[config.mk]
export PLATFORM = sky130hd
export DESIGN_NAME = pipe_stage_buf
export DESIGN_NICKNAME = d
export VERILOG_FILES = /design/src/rtl/pipe_stage_buf_pkg.sv /design/src/rtl/pipe_stage_buf_sat_counter.sv /design/src/rtl/pipe_stage_buf.sv
export SDC_FILE = /design/constraint.sdc
export NUM_CORES = 1
export LEC_CHECK = 0
export ABC_AREA = 0
export ABC_CLOCK_PERIOD_IN_PS = 2200
export CORE_UTILIZATION = 35
export DETAILED_ROUTE_END_ITERATION = 7
export SETUP_SLACK_MARGIN = 0.5
export SYNTH_ARGS = -nofsm -noshare
export SYNTH_HDL_FRONTEND = slang
export SYNTH_SLANG_ARGS = --single-unit
[constraint.sdc]
create_clock -name clk -period 2.2 [get_ports clk]
set_input_delay 0.44 -clock clk [delete_from_list [all_inputs] [get_ports clk]]
set_output_delay 0.44 -clock clk [all_outputs]
set_load 0.01 [all_outputs]
[src/rtl/pipe_stage_buf_pkg.sv]
// Shared state encoding, occupancy constants and saturating-increment helper
// for the inter-stage pipeline buffer. sat_inc supports widths up to 64 bits.
package pipe_pkg;

    typedef enum logic [1:0] {
        ST_EMPTY = 2'd0,
        ST_ONE   = 2'd1,
        ST_TWO   = 2'd2
    } pipe_state_t;

    localparam logic [1:0] OCC_EMPTY = 2'd0;
    localparam logic [1:0] OCC_ONE   = 2'd1;
    localparam logic [1:0] OCC_TWO   = 2'd2;

    localparam int unsigned SAT_MAX_W = 64;

    // Increment value, holding at 2^width-1; callers truncate the result to their width.
    function automatic logic [SAT_MAX_W-1:0] sat_inc(input logic [SAT_MAX_W-1:0] value,
                                                     input int unsigned           width);
        logic [SAT_MAX_W-1:0] max_val;
        max_val = (width >= SAT_MAX_W) ? '1 : ((64'd1 << width) - 64'd1);
        return (value >= max_val) ? max_val : value + 64'd1;
    endfunction

endpackage

[src/rtl/pipe_stage_buf_sat_counter.sv]
// Saturating performance counter with synchronous reset and clear.
module sat_counter
    import pipe_pkg::*;
#(
    parameter int unsigned CNT_W = 16
) (
    input  logic             clk,
    input  logic             rst,
    input  logic             clr,
    input  logic             inc,
    output logic [CNT_W-1:0] count
);

    logic [CNT_W-1:0] r_count;

    always_ff @(posedge clk) begin
        if (rst || clr) begin
            r_count <= '0;
        end else if (inc) begin
            r_count <= CNT_W'(sat_inc(SAT_MAX_W'(r_count), CNT_W));
        end
    end

    assign count = r_count;

endmodule

[src/rtl/pipe_stage_buf.sv]
// Valid/ready pipeline-stage buffer with optional 2-entry skid, synchronous
// flush and saturating stall/flush counters.
module pipe_stage_buf
    import pipe_pkg::*;
#(
    parameter int unsigned DATA_W = 32,
    parameter int unsigned SKID   = 1,
    parameter int unsigned CNT_W  = 16
) (
    input  logic              clk,
    input  logic              rst,
    input  logic              flush,
    input  logic              cnt_clr,
    input  logic              in_valid,
    output logic              in_ready,
    input  logic [DATA_W-1:0] in_data,
    output logic              out_valid,
    input  logic              out_ready,
    output logic [DATA_W-1:0] out_data,
    output logic [1:0]        occupancy,
    output logic [CNT_W-1:0]  stall_cnt,
    output logic [CNT_W-1:0]  flush_cnt
);

    pipe_state_t       r_state;
    logic [DATA_W-1:0] r_main;
    logic [DATA_W-1:0] r_skid;
    logic              r_in_ready;

    logic              w_out_valid;
    logic              w_in_ready;
    logic              w_in_fire;
    logic              w_out_fire;
    logic [1:0]        w_occ;
    logic              w_stall_inc;
    logic              w_flush_drop;

    always_comb begin
        w_out_valid = (r_state != ST_EMPTY);
        w_in_ready  = (SKID != 0) ? r_in_ready : (!w_out_valid || out_ready);
        w_in_fire   = in_valid && w_in_ready;
        w_out_fire  = w_out_valid && out_ready;
    end

    always_comb begin
        case (r_state)
            ST_ONE:  w_occ = OCC_ONE;
            ST_TWO:  w_occ = OCC_TWO;
            default: w_occ = OCC_EMPTY;
        endcase
    end

    // A flush only counts if something held is lost, i.e. not delivered in the same cycle.
    always_comb begin
        w_flush_drop = flush && (w_occ > {1'b0, w_out_fire});
        w_stall_inc  = w_out_valid && !out_ready && !flush;
    end

    // With SKID=0 an in_fire in ST_ONE implies out_fire, so ST_TWO is never entered.
    always_ff @(posedge clk) begin
        if (rst) begin
            r_state    <= ST_EMPTY;
            r_main     <= '0;
            r_skid     <= '0;
            r_in_ready <= 1'b1;
        end else if (flush) begin
            r_state    <= ST_EMPTY;
            r_in_ready <= 1'b1;
        end else begin
            case (r_state)
                ST_EMPTY: begin
                    if (w_in_fire) begin
                        r_main  <= in_data;
                        r_state <= ST_ONE;
                    end
                end
                ST_ONE: begin
                    if (w_in_fire && w_out_fire) begin
                        r_main <= in_data;
                    end else if (w_in_fire) begin
                        r_skid     <= in_data;
                        r_state    <= ST_TWO;
                        r_in_ready <= 1'b0;
                    end else if (w_out_fire) begin
                        r_state <= ST_EMPTY;
                    end
                end
                ST_TWO: begin
                    if (w_out_fire) begin
                        r_main     <= r_skid;
                        r_state    <= ST_ONE;
                        r_in_ready <= 1'b1;
                    end
                end
                default: begin
                    r_state    <= ST_EMPTY;
                    r_in_ready <= 1'b1;
                end
            endcase
        end
    end

    assign in_ready  = w_in_ready;
    assign out_valid = w_out_valid;
    assign out_data  = r_main;
    assign occupancy = w_occ;

    sat_counter #(.CNT_W(CNT_W)) u_stall_cnt (
        .clk   (clk),
        .rst   (rst),
        .clr   (cnt_clr),
        .inc   (w_stall_inc),
        .count (stall_cnt)
    );

    sat_counter #(.CNT_W(CNT_W)) u_flush_cnt (
        .clk   (clk),
        .rst   (rst),
        .clr   (cnt_clr),
        .inc   (w_flush_drop),
        .count (flush_cnt)
    );

endmodule

==> impl_metrics.csv <==
group,metric,value,unit
outcome,outcome,"finished with violations",
outcome,violations,"DRC",
layout,final_cell_mix,"dfxtp_1, nand2_1, a21oi_1",
die,dieArea,12400,um2
clock_tree,clk_path_buf_depth,2,
sta,tightestPinTransition,0.685,ns
worst_setup_path,path_class,"reg2out",
logic_synthesis,synth.area.top_cells,"dfxtp_1, mux2i_1, a211oi_1, nand2_1, a21oi_1",
clock_tree,htreeDepth,3,
logic_synthesis,yosysWarnings,0,
global_routing,antenna_found_initial,0,
layout,drive_gt1_share,14.7,%
sta,layout_min_cycle_time,1.69,ns
clock_tree,hold_buffers,0,
routing,vias,3902,
power,peakVddDrop,0.408,mV
routing,drc_errors,10,
power,p_leak,2.82,nW
sta,finalSetupTns,0,ns
die,die_x,111,um
hold_path,hp-class,"in2reg",
clock_tree,cts_sinks,99,
routing,drt_first_pass_iters,8,
global_routing,grt_max_degree,63,
logic_synthesis,synth_cell_type_count,40,
logic_synthesis,yosysTopAreaCellShare,47.3,%
layout,area.sequential,2000,um2
global_routing,groute.usage.overall,17.8,%
layout,fill_cells,1075,
logic_synthesis,syn_inst,486,
logic_synthesis,yosysTopAreaCell,"dfxtp_1",
sta,rsz0062_at_grt,"true",
sta,skew,0.00593,ns
routing,drt-wirelength-per-cell,15.2,um
logic_synthesis,async_flop_share,0,%
routing,finalWirelength,11300,um
placement,dpl.hpwl,6970,um
worst_setup_path,slowest_delay,0.37,ns
die,die_h,111,um
placement,io_buffers,105,
sta,finalMaxSlewViolations,0,
worst_setup_path,cp_cell_sequence,"nor2_4 > inv_2 > dlygate4sd2_1",
layout,layout.nets,640,
worst_setup_path,cp.required,1.76,ns
clock_tree,cts_root_buf,"clkbuf_16",
clock_tree,cts_buffers,9,
worst_setup_path,path_buf_inv,2,
logic_synthesis,synthesis.nets,526,
routing,first_iter_violations,176,
worst_setup_path,cp_top_family,"flip-flops",
global_routing,grt_pass1_wl,17900,um
logic_synthesis,synth_flop_cell,"dfxtp_1",
die,initial_core_util,36.3,%
sta,finalSetupViolCount,0,
layout,final_common_cell,"dfxtp_1",
logic_synthesis,synth-seq-cells,99,
layout,diodes,0,
sta,max_slew_margin,54.3,%
clock_tree,cts_tree,"built",
clock_tree,insertion_delay,0.35,ns
logic_synthesis,avgSynthCellArea,8.63,um2
logic_synthesis,yosysSeqAreaShare,47.3,%
die,core,11600,um2
placement,place_congestion,0.782,
die,io_pins,106,
power,power.total,4.05,mW
power,powerDensity,670,nW/um2
flow_run,drv_cap,0,
sta,final-hold-violation-count,0,
logic_synthesis,synth-edff-count,0,
global_routing,grt_pass1_vias,3726,
worst_setup_path,cp_data_arrival_time,1.25,ns
clock_tree,cts.clk_slew.worst_paths,0.07,ns
layout,syn_to_final_growth,44.4,%
layout,multi_input_area,2160,um2
worst_setup_path,cp_slowest_cell,"dfxtp_4",
sta,fmax,593,MHz
worst_setup_path,critPathLaunchType,"flop",
routing,viasPerCell,5.22,
worst_setup_path,cp_max_fo,7,
worst_setup_path,worst_setup_path_end_kind,"output pin",
logic_synthesis,syn-cell-area,4190,um2
sta,period_share,76.7,%
routing,drtAntennaViolNets,0,
global_routing,grt_overflow_total,0,
die,rows,39,
what timing repair did:
action | CTS | global route
setup endpoints to repair | 94 | 71
pin swaps | 1 | 5
setup buffers | 3 | 2
resized for setup | 70 | 37
cloned | 1 | 3
hold endpoints to repair | 0 | 0
path summary, 6_finish.rpt:
path,start,endpoint,slack (ns),depth (start not counted)
setup / recovery,r_state[0],out_valid,0.51,3
hold / removal,rst,out_data[2],0.36,2
setup reg to reg,r_state[1],out_data[0],0.56,7
hold reg to reg,r_skid[15],r_skid[15],0.45,2
area by class of cell:
type	instances	share of cell area, %
Multi-Input combinational cell	352	35.7
Inverter	5	0.310
Clock buffer	9	3.72
Sequential cell	99	33.1
Tap cell	143	2.96
Clock inverter	7	1.61
Timing Repair Buffer	133	22.6
routing by layer:
layer	global-route usage, %	vias to the layer above	share of wire, %
met5	0	-	0
met4	5.86	0	1.5
met3	5.33	14	5.9
met2	30.6	86	48
met1	21.1	1837	44
li1	-	1965	-
Yosys cell counts, types with 2 or more instances:
cell / count
buf_2: 10
or2_2: 2
inv_1: 4
nor3_2: 2
dfxtp_1: 99
nor4_1: 2
o21ai_0: 14
nand4_1: 3
and3b_1: 2
a41oi_1: 3
a21oi_4: 2
clkbuf_1: 19
a21oi_1: 50
a211oi_1: 38
and2_1: 2
and3_1: 9
mux2i_1: 34
o21ai_1: 2
xor2_1: 9
nor2_1: 48
xnor2_1: 2
a311oi_1: 2
a31oi_1: 10
nor3_1: 5
o21a_1: 2
ha_1: 2
nand3_1: 22
nand2_1: 75
report_power, final:
part	internal [mW]	switching, mW	total (mW)
clock	1.00	0.718	1.72
sequential	1.85	0.0330	1.88
combinational	0.240	0.214	0.454
per-stage QoR:
| stage | setup slack (ns) | std cells | hold WS, ns | cell area, um2 | utilization (%) |
|---|---|---|---|---|---|
| 6_report | 0.512 | 748 | 0.359 | 6050 | 52.3 |
| 3_5_place_dp | 0.0188 | 723 | 0.446 | 5480 | 47.4 |
| 4_1_cts | 0.502 | 743 | 0.336 | 5850 | 50.6 |
| 2_1_floorplan | 0.502 | 486 | 0.436 | 4200 | - |
| 3_3_place_gp | 0.0618 | 723 | 0.441 | 5480 | 47.4 |
| 5_1_grt | 0.460 | 748 | 0.368 | 6050 | 52.3 |
registers in the layout, indices dropped and copies added (netlist names):
signal	flops
r_state	2
r_skid	32
u_flush_cnt.count	16
out_data	32
in_ready	1
u_stall_cnt.count	16
logic make-up after synthesis:
group / Yosys count / synth area share, %
AOI/OAI and AO/OA: 125 / 18.7
and+or+nand+nor: 180 / 19.5
buffers and inverters: 35 / 3.52
DFF: 99 / 47.3
muxes: 34 / 8.12
adders and majority gates: 2 / 0.597
xor gates and xnor gates: 11 / 2.30
worst reg2reg max path, stage by stage, from the launching register on:
cell       delay (ns)
dfxtp_4          0.41
and3b_2          0.26
o21ai_4          0.16
a21oi_4          0.08
buf_12           0.14
buf_6            0.13
clkbuf_16        0.17
a211oi_2         0.21
Power figures use the tool's default switching activity.
